<file path="config.mk">
export PLATFORM = sky130hd
export DESIGN_NAME = golden_nonce_tx_queue
export DESIGN_NICKNAME = d
export VERILOG_FILES = /design/src/rtl/golden_nonce_tx_queue_pkg.sv /design/src/rtl/golden_nonce_tx_queue_nonce_fifo.sv /design/src/rtl/golden_nonce_tx_queue.sv
export SDC_FILE = /design/constraint.sdc
export NUM_CORES = 1
export LEC_CHECK = 0
export CAP_MARGIN = 10
export CORE_MARGIN = 1
export CORE_UTILIZATION = 35
export DETAILED_ROUTE_END_ITERATION = 10
export PLACE_DENSITY_LB_ADDON = 0.1
export SLEW_MARGIN = 20
export SYNTH_ARGS = -nofsm -noshare
export SYNTH_HDL_FRONTEND = slang
export SYNTH_HIERARCHICAL = 1
export SYNTH_SLANG_ARGS = --single-unit
export TNS_END_PERCENT = 5
</file>
<file path="constraint.sdc">
create_clock -name clk -period 5.22 [get_ports clk]
set_clock_uncertainty 0.05 [all_clocks]
set_input_delay 0.522 -clock clk [delete_from_list [all_inputs] [get_ports clk]]
set_output_delay 0.522 -clock clk [all_outputs]
set_load 0.03 [all_outputs]
</file>
<file path="src/rtl/golden_nonce_tx_queue_pkg.sv">
// Shared definitions for the golden-nonce transmit path: nonce width,
// the busy-handshake timeout and the transmit FSM state encoding.
package miner_pkg;

  // Width of one golden nonce as handed to the serial core.
  localparam int NONCE_W = 32;

  // Cycles (counting the request cycle) the serial core has to raise
  // tx_busy before the request is abandoned.
  localparam int BUSY_TIMEOUT = 4;

  // Transmit handshake states.
  typedef enum logic [1:0] {
    IDLE      = 2'd0,
    REQ       = 2'd1,
    WAIT_BUSY = 2'd2,
    WAIT_DONE = 2'd3
  } tx_state_e;

endpackage

</file>
<file path="src/rtl/golden_nonce_tx_queue_nonce_fifo.sv">
// Circular FIFO for golden nonces. Pointers carry one extra wrap bit so
// full and empty are distinguishable without a separate counter. A pop
// frees its slot before a simultaneous push is judged, so a full queue
// still accepts a push in the cycle it pops. Flush empties it in one cycle.
module nonce_fifo
  import miner_pkg::*;
#(
  parameter int DEPTH = 4,
  parameter int WIDTH = NONCE_W,
  parameter int CNT_W = $clog2(DEPTH) + 1
) (
  input  logic             clk,
  input  logic             rst_n,
  input  logic             push,
  input  logic             pop,
  input  logic             flush,
  input  logic [WIDTH-1:0] wr_data,
  output logic [WIDTH-1:0] rd_data,
  output logic             full,
  output logic             empty,
  output logic [CNT_W-1:0] count
);

  localparam int AW = CNT_W - 1;

  logic [WIDTH-1:0] mem [DEPTH];
  logic [CNT_W-1:0] wr_ptr_reg;
  logic [CNT_W-1:0] rd_ptr_reg;
  logic             do_push;
  logic             do_pop;

  assign empty = (wr_ptr_reg == rd_ptr_reg);
  assign full  = (wr_ptr_reg[CNT_W-1] != rd_ptr_reg[CNT_W-1]) &&
                 (wr_ptr_reg[AW-1:0] == rd_ptr_reg[AW-1:0]);
  assign count = wr_ptr_reg - rd_ptr_reg;

  // Flush wins over both operations; the pop is evaluated first so it can
  // make room for a push arriving while full.
  assign do_pop  = pop && !empty && !flush;
  assign do_push = push && !flush && (!full || do_pop);

  // Head of queue; the consumer registers it when it pops.
  assign rd_data = mem[rd_ptr_reg[AW-1:0]];

  // Storage array, written only on an accepted push (no reset so it maps to RAM).
  always_ff @(posedge clk) begin
    if (do_push) begin
      mem[wr_ptr_reg[AW-1:0]] <= wr_data;
    end
  end

  // Pointer update: flush returns both to zero, otherwise advance on activity.
  always_ff @(posedge clk or negedge rst_n) begin
    if (!rst_n) begin
      wr_ptr_reg <= '0;
      rd_ptr_reg <= '0;
    end else if (flush) begin
      wr_ptr_reg <= '0;
      rd_ptr_reg <= '0;
    end else begin
      if (do_push) wr_ptr_reg <= wr_ptr_reg + 1'b1;
      if (do_pop)  rd_ptr_reg <= rd_ptr_reg + 1'b1;
    end
  end

endmodule

</file>
<file path="src/rtl/golden_nonce_tx_queue.sv">
// Queues golden nonces from the hashing cores and feeds them one at a time
// to the serial core TX handler through a tx_ready / tx_busy handshake.
// A request the serial core never acknowledges is abandoned after a short
// timeout and not retried. Overflow is sticky until the next flush.
module golden_nonce_tx_queue
  import miner_pkg::*;
#(
  parameter int DEPTH = 4,
  parameter int CNT_W = $clog2(DEPTH) + 1
) (
  input  logic               clk,
  input  logic               rst_n,
  input  logic [NONCE_W-1:0] nonce_in,
  input  logic               nonce_valid,
  input  logic               flush,
  input  logic               tx_busy,
  output logic [NONCE_W-1:0] word,
  output logic               tx_ready,
  output logic [CNT_W-1:0]   count,
  output logic               overflow
);

  localparam int TMR_W = $clog2(BUSY_TIMEOUT + 1);

  tx_state_e          state_reg;
  tx_state_e          state_next;
  logic [TMR_W-1:0]   timer_reg;
  logic [TMR_W-1:0]   timer_next;
  logic [NONCE_W-1:0] word_reg;
  logic [NONCE_W-1:0] head;
  logic               overflow_reg;
  logic               overflow_next;
  logic               full;
  logic               empty;
  logic               pop;

  // Pop only from IDLE with the serial core free; a flush cycle never pops
  // so nothing from the discarded batch is sent.
  assign pop = (state_reg == IDLE) && !empty && !tx_busy && !flush;

  nonce_fifo #(
    .DEPTH (DEPTH),
    .WIDTH (NONCE_W),
    .CNT_W (CNT_W)
  ) u_fifo (
    .clk     (clk),
    .rst_n   (rst_n),
    .push    (nonce_valid),
    .pop     (pop),
    .flush   (flush),
    .wr_data (nonce_in),
    .rd_data (head),
    .full    (full),
    .empty   (empty),
    .count   (count)
  );

  // Overflow: cleared by flush, set by a push that finds no free slot.
  always_comb begin
    overflow_next = overflow_reg;
    if (flush) begin
      overflow_next = 1'b0;
    end else if (nonce_valid && full && !pop) begin
      overflow_next = 1'b1;
    end
  end

  // Handshake next-state logic; tx_ready is asserted only in REQ.
  always_comb begin
    state_next = state_reg;
    timer_next = timer_reg;
    tx_ready   = 1'b0;
    case (state_reg)
      IDLE: begin
        if (pop) state_next = REQ;
      end
      REQ: begin
        tx_ready   = 1'b1;
        timer_next = TMR_W'(1);
        state_next = WAIT_BUSY;
      end
      WAIT_BUSY: begin
        if (tx_busy) begin
          state_next = WAIT_DONE;
        end else if (timer_reg == TMR_W'(BUSY_TIMEOUT - 1)) begin
          state_next = IDLE;
        end else begin
          timer_next = timer_reg + 1'b1;
        end
      end
      WAIT_DONE: begin
        if (!tx_busy) state_next = IDLE;
      end
      default: state_next = IDLE;
    endcase
  end

  // State, timeout timer, presented word and sticky overflow registers.
  always_ff @(posedge clk or negedge rst_n) begin
    if (!rst_n) begin
      state_reg    <= IDLE;
      timer_reg    <= '0;
      word_reg     <= '0;
      overflow_reg <= 1'b0;
    end else begin
      state_reg    <= state_next;
      timer_reg    <= timer_next;
      overflow_reg <= overflow_next;
      if (pop) word_reg <= head;
    end
  end

  assign word     = word_reg;
  assign overflow = overflow_reg;

endmodule
</file>
After elaboration in Yosys (flattened, before gate mapping)
Memories as Yosys holds them, arrays and structs flattened. A register that Yosys moved wholly into a read port is not among the register bits. Index checks and enable logic that the tools add are counted.

$add $sub $neg: 4. $mul: 0. Divide/modulo/power cells: 0. Order comparisons: 0. Equal/unequal tests: 12. Shift operators: 0. Muxes and demuxes: 17. Bitwise operators: 0. Reductions and logical operators: 24.

Operators with widths (count): 2-to-1 mux 3 bit (6); logical AND 1 bit (10); adder 3 x 1 -> 3 bit, second input constant (3); 2-to-1 mux 2 bit (4); != test 2 bit, second input constant (4); case mux 2 bit (4 select lines) (1); nonzero test 2 bit (4); zero test 1 bit (6); case mux 3 bit (2 select lines) (1); AND reduction 3 bit (2); 2-to-1 mux 1 bit (5); equality test 2 bit, second input constant (2); equality test 3 x 2 -> 1 bit, second input constant (1); equality test 3 bit (1); != test 3 bit, second input constant (1); subtractor 3 bit (1); equality test 2 x 1 -> 1 bit, second input constant (1); equality test 2 bit (1); zero test 2 bit (1); logical OR 1 bit (1); != test 1 bit (1).

Bits in registers: 12. Bits in latches: 0. Bits in writable memories: 128. Memory bits (read-only): 0. Input bits: 37. Logic and storage cells: 63. Memories: 1.

Memories: u_fifo.mem (words 4, bits a word 32, read ports 1, clocked after Yosys merged registers in 1, write ports 1, RTL line golden_nonce_tx_queue_nonce_fifo.sv:26) `logic [WIDTH-1:0] mem [DEPTH];`.

Longest topological paths before layout
Depth after elaboration: 11. Depth in mapped cells: 11.

Cells and area by module
The synthesis kept the hierarchy.

By module, submodules not included: nonce_fifo (instances 1, cells an instance 221, area an instance 5106.1 µm², sequential area each 3993.8 µm²); golden_nonce_tx_queue (instances 1, cells an instance 98, area an instance 1669.1 µm², sequential area each 950.9 µm²).

Least setup slack after synthesis
Ideal clock, no wire load.

Path kind: reg2reg. From: register u_fifo.rd_ptr_reg[1]. To: memory u_fifo/mem[0][0] (netlist name) (enable). Setup time: 0.392 ns. Arrival: 3.346 ns. Data required time: 4.778 ns. Slack: 1.431 ns. Cell stages (with the launch flop): 12. Buffers on the path: 3. Cells stage by stage: dfrtp_1 clkbuf_1 buf_2 inv_1 ha_1 nand2_1 nor2_1 or4_4 nor2_8 buf_12 o31a_1 and3_1.

Cells in the longest elaborated chain, start to end: 11. Elaborated cells between the ends (all ways): 14. Classes of those cells: eq/ne: 2; mux: 2; reduce/logical: 10.

RTL lines: from (decl) (RTL line golden_nonce_tx_queue_nonce_fifo.sv:28) `logic [CNT_W-1:0] rd_ptr_reg;`; from (signal assigned) (RTL line golden_nonce_tx_queue_nonce_fifo.sv:62) `if (do_pop) rd_ptr_reg <= rd_ptr_reg + 1'b1;`; equality test 3 bit (RTL line golden_nonce_tx_queue_nonce_fifo.sv:32) `assign empty = (wr_ptr_reg == rd_ptr_reg);`; net empty (RTL line golden_nonce_tx_queue.sv:34) `logic empty;`; zero test 1 bit (RTL line golden_nonce_tx_queue.sv:39) `assign pop = (state_reg == IDLE) && !empty && !tx_busy && !flush;`; logical AND 1 bit (3 in a row) (RTL line golden_nonce_tx_queue.sv:39); net pop (RTL line golden_nonce_tx_queue.sv:35) `logic pop;`; logical AND 1 bit (2 in a row) (RTL line golden_nonce_tx_queue_nonce_fifo.sv:39) `assign do_pop = pop && !empty && !flush;`; logical OR 1 bit (RTL line golden_nonce_tx_queue_nonce_fifo.sv:40) `assign do_push = push && !flush && (!full || do_pop);`; logical AND 1 bit (RTL line golden_nonce_tx_queue_nonce_fifo.sv:40); 2-to-1 mux 1 bit (RTL line golden_nonce_tx_queue_nonce_fifo.sv:47) `if (do_push) begin`; 2-to-1 mux 1 bit (implied by the code) (RTL line golden_nonce_tx_queue_nonce_fifo.sv:48) `mem[wr_ptr_reg[AW-1:0]] <= wr_data;`; to (decl) (RTL line golden_nonce_tx_queue_nonce_fifo.sv:26).

The timed path passes the listed nets, and every way through them passes these cells.

Worst setup path after layout
From: register u_fifo.wr_ptr_reg[0]. To: memory u_fifo/mem[1][30] (netlist name) (enable).

Cells in the longest elaborated chain, start to end: 11. Elaborated cells between the ends (all ways): 14. Classes of those cells: eq/ne: 2; mux: 2; reduce/logical: 10.

RTL lines: from (decl) (RTL line golden_nonce_tx_queue_nonce_fifo.sv:27) `logic [CNT_W-1:0] wr_ptr_reg;`; from (signal assigned) (RTL line golden_nonce_tx_queue_nonce_fifo.sv:61) `if (do_push) wr_ptr_reg <= wr_ptr_reg + 1'b1;`; equality test 3 bit * (RTL line golden_nonce_tx_queue_nonce_fifo.sv:32); net empty (RTL line golden_nonce_tx_queue.sv:34); zero test 1 bit * (RTL line golden_nonce_tx_queue_nonce_fifo.sv:39, golden_nonce_tx_queue.sv:39); logical AND 1 bit (3 in a row) (RTL line golden_nonce_tx_queue.sv:39); logical AND 1 bit * (2 in a row) (RTL line golden_nonce_tx_queue_nonce_fifo.sv:39); logical OR 1 bit * (RTL line golden_nonce_tx_queue_nonce_fifo.sv:40); logical AND 1 bit * (RTL line golden_nonce_tx_queue_nonce_fifo.sv:40); 2-to-1 mux 1 bit * (RTL line golden_nonce_tx_queue_nonce_fifo.sv:47); 2-to-1 mux 1 bit (implied by the code) * (RTL line golden_nonce_tx_queue_nonce_fifo.sv:48).

The timed path passes the listed nets; every way through them passes the cells marked *.

==> results.sh <==
export IMPL_power_internal_mw=3.07
export IMPL_startpoint_type="flop"
export IMPL_criticalPathCategory="flop to flop"
export IMPL_final_cell_mix="edfxtp_1 (128), clkdlybuf4s50_1 (72), dfrtp_1 (42)"
export IMPL_p_switching_mw=1.06
export IMPL_rows=50
export IMPL_cts_hold_buf=0
export IMPL_ys_flop_type="edfxtp_1"
export IMPL_hold_path_class="input port to async pin"
export IMPL_grt_pass1_wl_mm=19.7
export IMPL_synth_area_um2=6780
export IMPL_clk_latency_ns=0.43
export IMPL_rsz0062_at_grt="no"
export IMPL_numCtsBuffers=17
export IMPL_syn_inst=319
export IMPL_final_antenna_net_count=0
export IMPL_place_gp_congestion=0.757
export IMPL_grt_overflow=0
export IMPL_routedWlPerCell_um=18.3
export IMPL_core_area_um2=18800
export IMPL_use_met1_pct=17.4
export IMPL_drt_total_wl_mm=12.4
export IMPL_grt_pass1_vias=3477
export IMPL_p_comb_share_pct=22.5
export IMPL_seq_area_frac_synth_pct=73.0
export IMPL_ys_warn_count=6
export IMPL_largest_register_ffs=128
export IMPL_tightest_slew_ns=0.931
export IMPL_path_clk_slew_ns=0.06
export IMPL_cts_path_max_buffers=2
export IMPL_finalCritPeriodShare_pct=64.3
export IMPL_worstPathRequired_ns=5.21
export IMPL_ios=74
export IMPL_max_freq_mhz=298
export IMPL_drc=0
export IMPL_synth_cell_type_count=41
export IMPL_status="finished clean"
export IMPL_start_util_pct=36.0
export IMPL_peakVddDrop_mv=0.229
export IMPL_drt_first_pass_iters=4
export IMPL_grt_usage_pct=13.8
export IMPL_setup_tns_ns=0
export IMPL_crit_fanout=32
export IMPL_drt_iter0_markers=112
export IMPL_final_nets=449
export IMPL_dp_hpwl_mm=7.00
export IMPL_dpl_instance_area_um2=7750
export IMPL_max_cap_violations=0
export IMPL_drive_gt1_share_pct=27.5
export IMPL_dieArea_um2=19900
export IMPL_grt_met2_usage_pct=22.4
export IMPL_grt_util_met3_pct=3.60
export IMPL_netSwitchingFraction_pct=25.8
export IMPL_synth_nets=366
export IMPL_cts_root_buf="clkbuf_16"
export IMPL_cts_sinks=172
export IMPL_top_usage_layer="met2"
export IMPL_slew_violations=0
export IMPL_cts_setup_buffers=0
export IMPL_die_w_um=141
export IMPL_ctsResizeCount=0
export IMPL_syn2layout_area_growth_pct=24.6
export IMPL_cellPowerDensity_nw_per_um2=489
export IMPL_vias=3140
export IMPL_setup_violations=0
export IMPL_antenna_found_initial=0
export IMPL_final_util_pct=44.8
export IMPL_htree_levels=4
export IMPL_cellLeakagePower_nw=2.98
export IMPL_cts_tree="yes"
export IMPL_maxSlewHeadroom_pct=37.9
export IMPL_synthArstFlopShare_pct=25.6
export IMPL_via_per_inst=4.65
export IMPL_finalCriticalPeriod_ns=3.35
export IMPL_hold_violations=0
export IMPL_p_clk_share_pct=35.1
export IMPL_grt_max_degree=45
export IMPL_diodes=0
export IMPL_io_buffers=73
export IMPL_avgSynthCellArea_um2=21.2
export IMPL_synth_edf_count=128
export IMPL_final_area_um2=8440
export IMPL_cp_arrival_ns=3.35
export IMPL_die_h_um=141
export IMPL_synth_seq_cells=172
export IMPL_end_kind="flop"
export IMPL_sequentialPowerShare_pct=42.4
export IMPL_layout_commonest_cell="edfxtp_1"
export IMPL_fillCellCount=1609
cells by family (layout without fill, tap and decap cells):
| kind of cell | count (synthesis) | count (layout) | share of synthesized area, % |
|---|---|---|---|
| AO/OA/AOI/OAI | 16 | 16 | 1.81 |
| XOR/XNOR | 3 | 3 | 0.388 |
| adder cells (fa/ha/maj) | 10 | 10 | 1.96 |
| buffers and inverters | 22 | 118 | 2.16 |
| flip-flops | 172 | 172 | 73.0 |
| multiplexers | 69 | 69 | 18.4 |
| AND/OR/NAND/NOR | 27 | 27 | 2.35 |
cell usage after synthesis, drive strengths merged, types with 2 or more instances:
cell / number / area share, %
o31ai: 2 / 0.22
nor2b: 2 / 0.18
ha: 9 / 1.7
edfxtp: 128 / 57
nor2: 10 / 0.79
inv: 9 / 0.50
mux4: 32 / 11
or4: 2 / 0.28
xnor2: 2 / 0.26
mux2i: 2 / 0.30
mux2: 35 / 7.4
nand2: 4 / 0.22
o22ai: 2 / 0.18
buf: 10 / 1.5
and3: 4 / 0.37
dfrtp: 44 / 16
clkbuf: 3 / 0.17
power by group through the flow:
stage	sequential (mW)	clock, mW	combinational (mW)
2_1_floorplan	2.00	0	0.350
3_3_place_gp	1.78	0	0.931
3_5_place_dp	1.78	0	0.935
4_1_cts	1.76	1.49	0.941
5_1_grt	1.78	1.54	0.983
6_report	1.75	1.45	0.928
critical path: stages (launching register included):
cell and delay (ns):
dfrtp_1 0.40, inv_1 0.11, ha_1 0.32, nand2_1 0.19, nor2_1 0.10, or4_4 0.54
nor2_8 0.10, o31a_1 0.29, and3_2 0.84
metal layers:
layer | routed length, um | part of all wire, %
met1 | 5620 | 45
met2 | 6180 | 50
met3 | 430 | 3.5
met4 | 142 | 1.1
met5 | 0 | 0
final timing paths:
kind	startpoint	endpoint	slack, ns	cells after the start
setup / recovery	u_fifo/wr_ptr_reg[0]	u_fifo/mem[1][30]	1.87	8
hold / removal	rst_n	timer_reg[2]	0.15	2
setup reg to reg	u_fifo/wr_ptr_reg[0]	u_fifo/mem[1][30]	1.87	8
hold reg to reg	overflow	overflow	0.45	2
max in group asynchronous	rst_n	u_fifo/rd_ptr_reg[1]	4.52	2
min in group clk	overflow	overflow	0.45	2
layout make-up:
type                            count  area [um^2]  area share, %
Clock buffer                       22          484           5.73
Clock inverter                     10          209           2.47
Inverter                            9         33.8          0.400
Multi-Input combinational cell    125         1690           20.0
Sequential cell                   172         4950           58.6
Tap cell                          260          325           3.85
Timing Repair Buffer               77          756           8.95
per-stage QoR:
stage,hold WS (ns),total power [mW],setup slack [ns],std cells
after CTS,0.160,4.19,1.85,675
after global routing,0.194,4.30,1.65,675
after global placement,0.445,2.71,1.91,643
after detailed placement,0.440,2.72,1.84,643
final,0.148,4.13,1.87,675
after floorplan,0.176,2.35,1.43,319
Note: power is estimated with default switching activity, not from simulation.
